$ cat config.mk
export PLATFORM = sky130hd
export DESIGN_NAME = pipeline_hazard_controller_flat
export DESIGN_NICKNAME = d
export VERILOG_FILES = /design/src/rtl/pipeline_hazard_controller_if.sv /design/src/rtl/pipeline_hazard_controller.sv /design/src/flat_wrapper.sv
export SDC_FILE = /design/constraint.sdc
export NUM_CORES = 1
export LEC_CHECK = 0
export BUFFER_PORTS_ARGS = -buffer_cell sky130_fd_sc_hd__buf_2
export CAP_MARGIN = 15
export CORE_MARGIN = 2
export CORE_UTILIZATION = 47
export CTS_CLUSTER_DIAMETER = 100
export DETAILED_ROUTE_END_ITERATION = 10
export MAX_ROUTING_LAYER = met4
export PLACE_DENSITY = 0.86
export SLEW_MARGIN = 25
export SYNTH_ARGS = -nofsm -noshare
export SYNTH_HDL_FRONTEND = slang
export SYNTH_SLANG_ARGS = --single-unit
$ cat constraint.sdc
create_clock -name clk -period 5.25 [get_ports clk]
set_input_delay 0.2625 -clock clk [delete_from_list [all_inputs] [get_ports clk]]
set_output_delay 0.2625 -clock clk [all_outputs]
set_load 0.01 [all_outputs]
$ cat src/rtl/pipeline_hazard_controller_if.sv
// Bundle between the pipeline registers and pipeline_hazard_controller.
//   master : pipeline side. It drives the hazard, branch and memory status
//            signals and receives the register enables, flushes and status.
//   slave  : the controller itself.
//   CNT_W  : width of the StallCnt/FlushCnt/WaitCnt perf counters.
interface pipeline_hazard_controller_if #(
  parameter int CNT_W = 16
);
  logic             ID_EXE_MemRead;
  logic [4:0]       ID_EXE_Rt;
  logic [4:0]       IF_ID_Rs;
  logic [4:0]       IF_ID_Rt;
  logic             IF_ID_UsesRt;
  logic             EXE_MEM_BranchEqual;
  logic             EXE_MEM_BranchnotEqual;
  logic             EXE_MEM_Zero;
  logic             EXE_MEM_MemRead;
  logic             EXE_MEM_MemWrite;
  logic             DMemReady;

  logic             PC_Write;
  logic             IF_ID_Write;
  logic             ID_EXE_Write;
  logic             EXE_MEM_Write;
  logic             IF_ID_Flush;
  logic             ID_EXE_Flush;
  logic             EXE_MEM_Flush;
  logic             PCSrc;
  logic             Trap;
  logic [1:0]       State;
  logic [CNT_W-1:0] StallCnt;
  logic [CNT_W-1:0] FlushCnt;
  logic [CNT_W-1:0] WaitCnt;

  modport master (
    output ID_EXE_MemRead, ID_EXE_Rt, IF_ID_Rs, IF_ID_Rt, IF_ID_UsesRt,
           EXE_MEM_BranchEqual, EXE_MEM_BranchnotEqual, EXE_MEM_Zero,
           EXE_MEM_MemRead, EXE_MEM_MemWrite, DMemReady,
    input  PC_Write, IF_ID_Write, ID_EXE_Write, EXE_MEM_Write,
           IF_ID_Flush, ID_EXE_Flush, EXE_MEM_Flush, PCSrc, Trap, State,
           StallCnt, FlushCnt, WaitCnt
  );

  modport slave (
    input  ID_EXE_MemRead, ID_EXE_Rt, IF_ID_Rs, IF_ID_Rt, IF_ID_UsesRt,
           EXE_MEM_BranchEqual, EXE_MEM_BranchnotEqual, EXE_MEM_Zero,
           EXE_MEM_MemRead, EXE_MEM_MemWrite, DMemReady,
    output PC_Write, IF_ID_Write, ID_EXE_Write, EXE_MEM_Write,
           IF_ID_Flush, ID_EXE_Flush, EXE_MEM_Flush, PCSrc, Trap, State,
           StallCnt, FlushCnt, WaitCnt
  );
endinterface

$ cat src/rtl/pipeline_hazard_controller.sv
// pipeline_hazard_controller
//   Sequences the PC and the IF/ID, ID/EXE and EXE/MEM pipeline registers.
//   It produces write enables and flushes from three sources: load-use
//   hazards in ID, taken branches in MEM, and the data-memory ready
//   handshake. A data-memory wait that runs too long traps, and the trap
//   is cleared only by reset.
// Ports
//   clk   : rising-edge clock
//   rst_n : asynchronous active-low reset. While it is low the outputs are
//           forced to their reset values.
//   bus   : pipeline_hazard_controller_if.slave. Hazard, branch and memory
//           status come in; register enables, flushes, PCSrc, Trap, State
//           and the perf counters go out.
// Parameters
//   LOAD_STALL_CYCLES (1..7) : bubbles inserted per load-use hazard
//   MEM_TIMEOUT              : wait cycles before a trap, 0 disables it
//   CNT_W                    : perf counter width
// Build option
//   HAZ_PERF_CNT_EN : when defined, adds saturating stall/flush/wait counters.
//                     When undefined, StallCnt, FlushCnt and WaitCnt read 0.
//
// state    | meaning
// RUN      | normal issue; detects memwait, then taken branch, then load-use
// LD_STALL | extra load-use bubbles; stall_left counts the bubbles left
// MEM_WAIT | pipeline frozen until DMemReady; returns to ret
// TRAP     | memory timeout; frozen until reset
module pipeline_hazard_controller #(
  parameter int LOAD_STALL_CYCLES = 1,
  parameter int MEM_TIMEOUT       = 64,
  parameter int CNT_W             = 16
) (
  input logic clk,
  input logic rst_n,
  pipeline_hazard_controller_if.slave bus
);

  typedef enum logic [1:0] {
    RUN      = 2'd0,
    LD_STALL = 2'd1,
    MEM_WAIT = 2'd2,
    TRAP     = 2'd3
  } state_t;

  // The wait timer is a down-counter. It is loaded with MEM_TIMEOUT-1 when
  // the pipeline enters MEM_WAIT, and a trap is taken when it reaches zero.
  localparam int WAIT_W = (MEM_TIMEOUT > 1) ? $clog2(MEM_TIMEOUT) : 1;
  localparam logic [WAIT_W-1:0] WAIT_LOAD =
    (MEM_TIMEOUT > 1) ? WAIT_W'(MEM_TIMEOUT - 1) : '0;
  localparam logic [2:0] STALL_LOAD = 3'(LOAD_STALL_CYCLES - 1);

  state_t            state, state_nxt, ret, ret_nxt;
  logic [2:0]        stall_left, stall_left_nxt;
  logic [WAIT_W-1:0] wait_left, wait_left_nxt;
  logic              memwait, taken, luh;
  logic              pc_write, if_id_write, id_exe_write, exe_mem_write;
  logic              if_id_flush, id_exe_flush, exe_mem_flush, pc_src;

  assign memwait = (bus.EXE_MEM_MemRead | bus.EXE_MEM_MemWrite) & ~bus.DMemReady;
  assign taken   = (bus.EXE_MEM_BranchEqual & bus.EXE_MEM_Zero) |
                   (bus.EXE_MEM_BranchnotEqual & ~bus.EXE_MEM_Zero);
  assign luh     = bus.ID_EXE_MemRead && (bus.ID_EXE_Rt != 5'd0) &&
                   ((bus.ID_EXE_Rt == bus.IF_ID_Rs) ||
                    (bus.IF_ID_UsesRt && (bus.ID_EXE_Rt == bus.IF_ID_Rt)));

  always_ff @(posedge clk or negedge rst_n) begin
    if (!rst_n) begin
      state      <= RUN;
      ret        <= RUN;
      stall_left <= '0;
      wait_left  <= '0;
    end else begin
      state      <= state_nxt;
      ret        <= ret_nxt;
      stall_left <= stall_left_nxt;
      wait_left  <= wait_left_nxt;
    end
  end

  always_comb begin
    state_nxt      = state;
    ret_nxt        = ret;
    stall_left_nxt = stall_left;
    wait_left_nxt  = wait_left;
    pc_write       = 1'b1;
    if_id_write    = 1'b1;
    id_exe_write   = 1'b1;
    exe_mem_write  = 1'b1;
    if_id_flush    = 1'b0;
    id_exe_flush   = 1'b0;
    exe_mem_flush  = 1'b0;
    pc_src         = 1'b0;

    unique case (state)
      RUN: begin
        if (memwait) begin
          {pc_write, if_id_write, id_exe_write, exe_mem_write} = 4'b0000;
          state_nxt     = MEM_WAIT;
          ret_nxt       = RUN;
          wait_left_nxt = WAIT_LOAD;
        end else if (taken) begin
          pc_src        = 1'b1;
          if_id_flush   = 1'b1;
          id_exe_flush  = 1'b1;
          exe_mem_flush = 1'b1;
        end else if (luh) begin
          pc_write     = 1'b0;
          if_id_write  = 1'b0;
          id_exe_flush = 1'b1;
          if (LOAD_STALL_CYCLES > 1) begin
            state_nxt      = LD_STALL;
            stall_left_nxt = STALL_LOAD;
          end
        end
      end
      LD_STALL: begin
        if (memwait) begin
          {pc_write, if_id_write, id_exe_write, exe_mem_write} = 4'b0000;
          state_nxt     = MEM_WAIT;
          ret_nxt       = LD_STALL;
          wait_left_nxt = WAIT_LOAD;
        end else begin
          pc_write       = 1'b0;
          if_id_write    = 1'b0;
          id_exe_flush   = 1'b1;
          stall_left_nxt = stall_left - 3'd1;
          if (stall_left == 3'd1) state_nxt = RUN;
        end
      end
      MEM_WAIT: begin
        if (bus.DMemReady) begin
          state_nxt = ret;
        end else begin
          {pc_write, if_id_write, id_exe_write, exe_mem_write} = 4'b0000;
          if ((MEM_TIMEOUT != 0) && (wait_left == '0)) state_nxt = TRAP;
          else if (wait_left != '0) wait_left_nxt = wait_left - WAIT_W'(1);
        end
      end
      TRAP: begin
        {pc_write, if_id_write, id_exe_write, exe_mem_write} = 4'b0000;
      end
    endcase

    // Reset must act on the outputs at once, before any clock edge.
    if (!rst_n) begin
      {pc_write, if_id_write, id_exe_write, exe_mem_write} = 4'b0000;
      {if_id_flush, id_exe_flush, exe_mem_flush}           = 3'b111;
      pc_src = 1'b0;
    end
  end

  assign bus.PC_Write      = pc_write;
  assign bus.IF_ID_Write   = if_id_write;
  assign bus.ID_EXE_Write  = id_exe_write;
  assign bus.EXE_MEM_Write = exe_mem_write;
  assign bus.IF_ID_Flush   = if_id_flush;
  assign bus.ID_EXE_Flush  = id_exe_flush;
  assign bus.EXE_MEM_Flush = exe_mem_flush;
  assign bus.PCSrc         = pc_src;
  assign bus.Trap          = rst_n && (state == TRAP);
  assign bus.State         = state;

`ifdef HAZ_PERF_CNT_EN
  logic             ev_bubble, ev_taken, ev_wait;
  logic [CNT_W-1:0] stall_cnt, flush_cnt, wait_cnt;

  assign ev_bubble = ((state == RUN) && !memwait && !taken && luh) ||
                     ((state == LD_STALL) && !memwait);
  assign ev_taken  = (state == RUN) && !memwait && taken;
  assign ev_wait   = (((state == RUN) || (state == LD_STALL)) && memwait) ||
                     ((state == MEM_WAIT) && !bus.DMemReady);

  always_ff @(posedge clk or negedge rst_n) begin
    if (!rst_n) begin
      stall_cnt <= '0;
      flush_cnt <= '0;
      wait_cnt  <= '0;
    end else begin
      if (ev_bubble && (stall_cnt != '1)) stall_cnt <= stall_cnt + CNT_W'(1);
      if (ev_taken  && (flush_cnt != '1)) flush_cnt <= flush_cnt + CNT_W'(1);
      if (ev_wait   && (wait_cnt  != '1)) wait_cnt  <= wait_cnt  + CNT_W'(1);
    end
  end

  assign bus.StallCnt = stall_cnt;
  assign bus.FlushCnt = flush_cnt;
  assign bus.WaitCnt  = wait_cnt;
`else
  assign bus.StallCnt = '0;
  assign bus.FlushCnt = '0;
  assign bus.WaitCnt  = '0;
`endif

endmodule
$ cat src/flat_wrapper.sv
// flat-port wrapper written by rule: the top's interface ports become plain ports
module pipeline_hazard_controller_flat 
#(
  parameter int LOAD_STALL_CYCLES = 1,
  parameter int MEM_TIMEOUT       = 64,
  parameter int CNT_W             = 16
)
  (clk, rst_n, bus_ID_EXE_MemRead, bus_ID_EXE_Rt, bus_IF_ID_Rs, bus_IF_ID_Rt, bus_IF_ID_UsesRt, bus_EXE_MEM_BranchEqual, bus_EXE_MEM_BranchnotEqual, bus_EXE_MEM_Zero, bus_EXE_MEM_MemRead, bus_EXE_MEM_MemWrite, bus_DMemReady, bus_PC_Write, bus_IF_ID_Write, bus_ID_EXE_Write, bus_EXE_MEM_Write, bus_IF_ID_Flush, bus_ID_EXE_Flush, bus_EXE_MEM_Flush, bus_PCSrc, bus_Trap, bus_State, bus_StallCnt, bus_FlushCnt, bus_WaitCnt);
  pipeline_hazard_controller_if #(.CNT_W(CNT_W)) bus_i ();
  input logic clk;
  input logic rst_n;
  input wire logic [$bits(bus_i.ID_EXE_MemRead)-1:0] bus_ID_EXE_MemRead;
  input wire logic [$bits(bus_i.ID_EXE_Rt)-1:0] bus_ID_EXE_Rt;
  input wire logic [$bits(bus_i.IF_ID_Rs)-1:0] bus_IF_ID_Rs;
  input wire logic [$bits(bus_i.IF_ID_Rt)-1:0] bus_IF_ID_Rt;
  input wire logic [$bits(bus_i.IF_ID_UsesRt)-1:0] bus_IF_ID_UsesRt;
  input wire logic [$bits(bus_i.EXE_MEM_BranchEqual)-1:0] bus_EXE_MEM_BranchEqual;
  input wire logic [$bits(bus_i.EXE_MEM_BranchnotEqual)-1:0] bus_EXE_MEM_BranchnotEqual;
  input wire logic [$bits(bus_i.EXE_MEM_Zero)-1:0] bus_EXE_MEM_Zero;
  input wire logic [$bits(bus_i.EXE_MEM_MemRead)-1:0] bus_EXE_MEM_MemRead;
  input wire logic [$bits(bus_i.EXE_MEM_MemWrite)-1:0] bus_EXE_MEM_MemWrite;
  input wire logic [$bits(bus_i.DMemReady)-1:0] bus_DMemReady;
  output wire logic [$bits(bus_i.PC_Write)-1:0] bus_PC_Write;
  output wire logic [$bits(bus_i.IF_ID_Write)-1:0] bus_IF_ID_Write;
  output wire logic [$bits(bus_i.ID_EXE_Write)-1:0] bus_ID_EXE_Write;
  output wire logic [$bits(bus_i.EXE_MEM_Write)-1:0] bus_EXE_MEM_Write;
  output wire logic [$bits(bus_i.IF_ID_Flush)-1:0] bus_IF_ID_Flush;
  output wire logic [$bits(bus_i.ID_EXE_Flush)-1:0] bus_ID_EXE_Flush;
  output wire logic [$bits(bus_i.EXE_MEM_Flush)-1:0] bus_EXE_MEM_Flush;
  output wire logic [$bits(bus_i.PCSrc)-1:0] bus_PCSrc;
  output wire logic [$bits(bus_i.Trap)-1:0] bus_Trap;
  output wire logic [$bits(bus_i.State)-1:0] bus_State;
  output wire logic [$bits(bus_i.StallCnt)-1:0] bus_StallCnt;
  output wire logic [$bits(bus_i.FlushCnt)-1:0] bus_FlushCnt;
  output wire logic [$bits(bus_i.WaitCnt)-1:0] bus_WaitCnt;
  assign bus_i.ID_EXE_MemRead = bus_ID_EXE_MemRead;
  assign bus_i.ID_EXE_Rt = bus_ID_EXE_Rt;
  assign bus_i.IF_ID_Rs = bus_IF_ID_Rs;
  assign bus_i.IF_ID_Rt = bus_IF_ID_Rt;
  assign bus_i.IF_ID_UsesRt = bus_IF_ID_UsesRt;
  assign bus_i.EXE_MEM_BranchEqual = bus_EXE_MEM_BranchEqual;
  assign bus_i.EXE_MEM_BranchnotEqual = bus_EXE_MEM_BranchnotEqual;
  assign bus_i.EXE_MEM_Zero = bus_EXE_MEM_Zero;
  assign bus_i.EXE_MEM_MemRead = bus_EXE_MEM_MemRead;
  assign bus_i.EXE_MEM_MemWrite = bus_EXE_MEM_MemWrite;
  assign bus_i.DMemReady = bus_DMemReady;
  assign bus_PC_Write = bus_i.PC_Write;
  assign bus_IF_ID_Write = bus_i.IF_ID_Write;
  assign bus_ID_EXE_Write = bus_i.ID_EXE_Write;
  assign bus_EXE_MEM_Write = bus_i.EXE_MEM_Write;
  assign bus_IF_ID_Flush = bus_i.IF_ID_Flush;
  assign bus_ID_EXE_Flush = bus_i.ID_EXE_Flush;
  assign bus_EXE_MEM_Flush = bus_i.EXE_MEM_Flush;
  assign bus_PCSrc = bus_i.PCSrc;
  assign bus_Trap = bus_i.Trap;
  assign bus_State = bus_i.State;
  assign bus_StallCnt = bus_i.StallCnt;
  assign bus_FlushCnt = bus_i.FlushCnt;
  assign bus_WaitCnt = bus_i.WaitCnt;
  pipeline_hazard_controller #(.LOAD_STALL_CYCLES(LOAD_STALL_CYCLES), .MEM_TIMEOUT(MEM_TIMEOUT), .CNT_W(CNT_W)) u_core (.clk(clk), .rst_n(rst_n), .bus(bus_i));
endmodule
==> results of run 1 <==
==> cells in the final DEF, fill, tap and decap left out, types with 2 or more instances in the layout <==
cell type | synthesis | layout
nor2_1 | 7 | 7
nand2_1 | 16 | 16
ha_1 | 9 | 9
o211ai_1 | 3 | 3
xnor2_1 | 7 | 7
buf_2 | 0 | 35
a21oi_1 | 4 | 4
and3_1 | 3 | 3
nand3_1 | 3 | 3
clkbuf_4 | 0 | 3
conb_1 | 1 | 48
and2_1 | 2 | 2
dfrtp_1 | 12 | 12
o21ai_0 | 5 | 5
inv_1 | 10 | 10
xor2_1 | 8 | 8
nor3_1 | 3 | 3
==> final cells by class <==
type                            count  area (sq um)  share of cell area
Clock buffer                        4         36.28             0.02551
Inverter                           10         37.54             0.02639
Multi-Input combinational cell    138         824.5              0.5796
Sequential cell                    12         300.3              0.2111
Tap cell                           31         38.79             0.02726
Timing Repair Buffer               36         185.2              0.1302
==> cell families after synthesis <==
kind of cell | count (synthesis) | synth area share
other | 1 | 0.002740
adder cells (fa/ha/maj) | 9 | 0.08227
AO/OA/AOI/OAI | 23 | 0.1316
XOR/XNOR | 15 | 0.09598
multiplexers | 1 | 0.008226
AND/OR/NAND/NOR | 42 | 0.1527
flip-flops | 12 | 0.2194
buffers and inverters | 61 | 0.3071
==> worst max-delay path, cell delays in order, from the launching register on <==
cell and delay (ps):
dfrtp_1 420, inv_1 130, ha_1 240, inv_1 150
nor4b_1 360, a311o_1 180, buf_2 130
==> per-stage QoR <==
stage	cell area, sq um	util	hold WS (ps)
after detailed placement	1376	0.4991	198.9
after global routing	1423	0.5159	408.4
final	1423	0.5159	361.9
after global placement	1376	0.4991	189.9
after CTS	1423	0.5159	368.2
after floorplan	1545	-	-33.09
==> sequential cells by signal (all words and copies together) (netlist names) <==
signal	count
u_core.ret	1
u_core.wait_left	6
u_core.stall_left	3
u_core.bus.State	2
==> where the power goes <==
group          switching (mW)  leakage [nW]  internal, mW
Combinational           0.153         0.597        0.0987
Sequential             0.0253         0.131         0.121
Clock                  0.0356        0.0210        0.0423
Total                   0.214         0.749         0.262
==> timing repair <==
action	4_1_cts	5_1_grt
hold buffers	1	0
buffers inserted	0	0
hold endpoints to repair	12	0
==> worst paths after layout <==
kind | startpoint | endpoint | slack (ps) | cells after the start
max | u_core.bus.State[0] | bus_IF_ID_Write | 3080 | 6
min | bus_DMemReady | u_core.ret[0] | 360 | 4
max reg2reg | u_core.bus.State[1] | u_core.wait_left[4] | 3330 | 7
min reg2reg | u_core.stall_left[2] | u_core.stall_left[2] | 490 | 1
max in group asynchronous | rst_n | u_core.wait_left[5] | 4560 | 2
min in group asynchronous | rst_n | u_core.bus.State[0] | 420 | 2
==> per-layer routing <==
layer,global-route usage,wire (um),share of wire
met1,0.1739,951,0.38
met2,0.2581,1295,0.52
met3,0.02902,218,0.087
met4,0.06977,28,0.011
met5,-,0,0
==> summary.txt, run 1 <==
STA
  • Tmin final: 2168 ps
  • FMAX: 0.4613 GHz
  • Final-report hold violation count: 0
  • Unrepaired setup endpoints after global routing: false
  • Final setup fails: 0
  • Setup TNS: 0 ps
  • Setup ws final: 3082 ps
  • Final period util: 0.4130
  • Fin. max-slew vios: 0
  • Worst Skew: between 2 and 2.5 ps

Yosys
  • Post-synth ARST share: 1.000
  • Post-Syn Area: between 1000 and 1500 sq um
  • Seq/Total Area, Yosys: 0.2194
  • Mapped Avg Cell Area: roughly 8.3 sq um
  • Seq cells post-synth: 12
  • Yosys warns: 0
  • Ys flop type: dfrtp_1
  • Cell type with the largest total area after synthesis: buf_4
  • Cells after Synth: 164
  • Top-area cell type share of the netlist area: 0.2797
  • Synth top area cells: buf_4, dfrtp_1, ha_1
  • EDFF count, synth: 0
  • Post-synth top cells: buf_4, nand2_1, dfrtp_1
  • Most frequent cell after synthesis: buf_4
  • Unique cell type count in the Yosys netlist: 36

Route
  • Drc violations: 0
  • DR vias: roughly 1100
  • DRT Pass-1 Iters: 4
  • DRT antenna net count: 0
  • Final wirelength: between 2000 and 2500 um
  • Average wire per standard cell: around 11 um
  • Drt initial violations: 31
  • Vias per inst: 4.597

Die
  • Rows: 19
  • Initial Utilization: 0.4964
  • Die X: slightly below 60 um
  • Die height: 57.97 um
  • # IOs: 84
  • Core ar.: 2758 sq um
  • Die Area: 3360 sq um

Clocking
  • CTS Buf Count: 3
  • Clock transition at path regs: about 80 ps
  • Clk_lat worst skew: around 290 ps
  • CTS tree: built
  • Sink Count: 12
  • Post-CTS sizing: 0
  • Clock tree buffer depth: 2
  • Root cell of the clock tree: clkbuf_4
  • CTS H-tree lvls: 1

Min path
  • Hold Crit Class: in2reg

Layout
  • P&R area growth vs syn: 3.930%
  • Nets: 235
  • N_diodes: 0
  • Post-Layout Cell Count: approximately 230
  • Layout cells sized above 1: 0.2350
  • FILL cells: 274

Place
  • Dpl hpwl: 2037 um
  • Port Buf Inserts: 35
  • GP Congestion: around 0.82
  • Place WS: roughly 3300 ps
  • Dpl cells: 226

Global routing
  • Vias in the first global route: 863
  • Initial antenna violation count: 0
  • First-pass GRT wire length: ~3800 um
  • Gr usage total: 0.1526
  • Largest net degree at the start of global routing: 20
  • Total gr overflow: 0

Power
  • Worst VDD drop: between 0.2 and 0.25 mV
  • Tot Pwr: 0.4754 mW
  • PD cells: 334.2 nW/um^2
  • Pleak: 0.7490 nW

Flow run
  • Number of max-cap violations: 0

Critical path
  • Critical Path Fanout Max: 7
  • Crit path DAT: roughly 1900 ps
  • Worst Path Required: 4990 ps
  • Critical Path Start Type: register
  • Setup Crit Path Kind: reg2out
  • Setup crit end kind: output port

Run status
  • Status: complete, no violations
No activity file was read; power rests on OpenSTA's default activity.
==> run 2, diff against run 1 <==
--- a/config.mk
+++ b/config.mk
@@ -8,11 +8,11 @@
 export BUFFER_PORTS_ARGS = -buffer_cell sky130_fd_sc_hd__buf_2
 export CAP_MARGIN = 15
 export CORE_MARGIN = 2
-export CORE_UTILIZATION = 47
+export CORE_UTILIZATION = 43
 export CTS_CLUSTER_DIAMETER = 100
 export DETAILED_ROUTE_END_ITERATION = 10
 export MAX_ROUTING_LAYER = met4
-export PLACE_DENSITY = 0.86
+export PLACE_DENSITY = 0.8
 export SLEW_MARGIN = 25
 export SYNTH_ARGS = -nofsm -noshare
 export SYNTH_HDL_FRONTEND = slang
==> constraint.sdc (replaced) <==
create_clock -name clk -period 2.15 [get_ports clk]
set_input_delay 0.1075 -clock clk [delete_from_list [all_inputs] [get_ports clk]]
set_output_delay 0.1075 -clock clk [all_outputs]
set_load 0.01 [all_outputs]
==> summary.txt, run 2 (synthesis results as in run 1) <==
Run status
  • Status: complete, no violations (unchanged)

Route
  • Drc violations: 0 (unchanged)
  • DRT antenna net count: 0 (unchanged)
  • DR vias: 1032 (was 1062)
  • Average wire per standard cell: 9.844 um (was 10.80 um)
  • Vias per inst: 4.230 (was 4.597)
  • Final wirelength: 2402 um (was 2494 um)
  • Drt initial violations: 12 (was 31)
  • DRT Pass-1 Iters: 4 (unchanged)

Clocking
  • Post-CTS setup buffer count: 0 (unchanged)
  • Clock transition at path regs: 80 ps (about the same)
  • Sink Count: 12 (unchanged)
  • Clk_lat worst skew: 280 ps (was 290 ps)
  • CTS tree: built (unchanged)
  • Clock tree buffer depth: 2 (unchanged)
  • CTS Buf Count: 3 (unchanged)
  • CTS H-tree lvls: 1 (unchanged)
  • Root cell of the clock tree: clkbuf_4 (unchanged)

Critical path
  • Critical Path Fanout Max: 7 (unchanged)
  • Worst Path Required: 2040 ps (was 4990 ps)
  • Setup crit end kind: output port (unchanged)
  • Critical Path Start Type: register (unchanged)
  • Setup Crit Path Kind: reg2out (unchanged)
  • Crit path DAT: 1850 ps (was 1910 ps)

Global routing
  • First-pass GRT wire length: 3608 um (was 3795 um)
  • Gr usage total: 0.1368 (was 0.1526)
  • Total gr overflow: 0 (unchanged)
  • Initial antenna violation count: 0 (unchanged)
  • Largest net degree at the start of global routing: 20 (unchanged)
  • Vias in the first global route: 874 (was 863)

Place
  • Dpl cell area: 1393 sq um (was 1376 sq um)
  • Port Buf Inserts: 35 (unchanged)
  • Dpl cells: 239 (was 226)
  • Dpl hpwl: 2045 um (was 2037 um)
  • Place WS: 305.7 ps (was 3330 ps)
  • GP Congestion: 0.8529 (was 0.8178)

STA
  • Final period util: 0.9116
  • Tmin final: 1960 ps
  • Unrepaired setup endpoints after global routing: false (unchanged)
  • Setup ws final: 190.0 ps (was 3082 ps)
  • Worst Skew: 4.244 ps (was 2.407 ps)
  • Final-report hold violation count: 0 (unchanged)
  • Final setup fails: 0 (unchanged)
  • FMAX: 0.5102 GHz
  • Hold_ws: 222.3 ps (was 361.9 ps)
  • Fin. max-slew vios: 0 (unchanged)
  • Setup TNS: 0 ps (unchanged)

Layout
  • Largest register by flop count: u_core.wait_left (unchanged)
  • Post-Layout Cell Count: 244 (was 231)
  • Multi-input logic area: 830.8 sq um (was 824.5 sq um)
  • Largest register FFs: 6 (unchanged)
  • Nets: 235 (unchanged)
  • FF/Latch Area: 300.3 sq um (unchanged)
  • Most common cell after layout, fill and taps aside: conb_1 (unchanged)
  • P&R area growth vs syn: 5.576% (was 3.930%)
  • Commonest non-fill, non-tap cells in the layout: conb_1, buf_2, nand2_1 (unchanged)
  • Final Util: 0.4734 (was 0.5159)
  • N_diodes: 0 (unchanged)
  • FILL cells: 327 (was 274)
  • Cell area after layout: 1445 sq um (was 1423 sq um)
  • Layout cells sized above 1: 0.2400 (was 0.2350)

Die
  • Core ar.: 3053 sq um (was 2758 sq um)
  • Die Area: 3651 sq um (was 3360 sq um)
  • Rows: 20 (was 19)
  • Initial Utilization: 0.4484 (was 0.4964)
  • Die height: 60.42 um (was 57.97 um)
  • # IOs: 84 (unchanged)
  • Die X: 60.42 um (was 57.97 um)

Flow run
  • Number of max-cap violations: 0 (unchanged)

Power
  • Share of power burned in the clock network: 0.159 (was 0.164)
  • Tot Pwr: 1.153 mW (was 0.4754 mW)
  • Internal power: 0.6426 mW (was 0.2618 mW)
  • Switching share of total power: 0.4428 (was 0.4493)
  • PD cells: 798.0 nW/um^2 (was 334.2 nW/um^2)
  • Worst VDD drop: 0.2714 mV (was 0.2078 mV)
  • Pleak: 0.7503 nW (was 0.7490 nW)
  • Comb pwr share: 0.534 (was 0.529)
  • Flop pwr share: 0.307 (about the same)
  • Switch Pwr: 0.5106 mW (was 0.2136 mW)

Min path
  • Hold Crit Class: in2reg (unchanged)
==> run 2: area by class of cell <==
type,instances,area share
Inverter,10,0.02597
Tap cell,44,0.03810
Multi-Input combinational cell,138,0.5749
Clock buffer,4,0.02511
Timing Repair Buffer,36,0.1281
Sequential cell,12,0.2078
==> run 2: power groups by stage <==
stage	clock network, mW	registers, mW	logic [mW]
floorplan	0	0.353	0.523
global placement	0	0.354	0.599
detailed placement	0	0.357	0.611
CTS	0.189	0.354	0.617
global route	0.199	0.367	0.695
finish	0.183	0.354	0.615
==> run 2: critical path: stages, from the launching register on <==
cell	delay, ps
dfrtp_1	410
inv_1	100
ha_1	260
inv_1	220
nor4b_2	80
a311o_1	350
buf_2	150
==> run 2: per-layer routing <==
metal | GRT usage | vias to the layer above | part of all wire
li1 | - | 516 | -
met1 | 0.1582 | 453 | 0.42
met2 | 0.2298 | 58 | 0.46
met3 | 0.02985 | 5 | 0.11
met4 | 0.05590 | 0 | 0.017
met5 | - | - | 0
==> run 2: path summary, 6_finish.rpt <==
check	start	endpoint	slack, ps	depth (start not counted)
min in group asynchronous	rst_n	u_core.ret[0]	260	2
setup / recovery	u_core.bus.State[0]	bus_PC_Write	190	6
hold reg to reg	u_core.ret[0]	u_core.ret[0]	480	2
setup reg to reg	u_core.bus.State[1]	u_core.wait_left[4]	290	7
hold / removal	bus_DMemReady	u_core.ret[0]	220	4
max in group asynchronous	rst_n	u_core.stall_left[2]	1630	2
==> run 2: timing repair <==
item | in CTS | in global routing
hold buffers | 1 | 0
setup endpoints to repair | 0 | 2
resized for setup | 0 | 1
endpoints found under the hold margin | 12 | 0
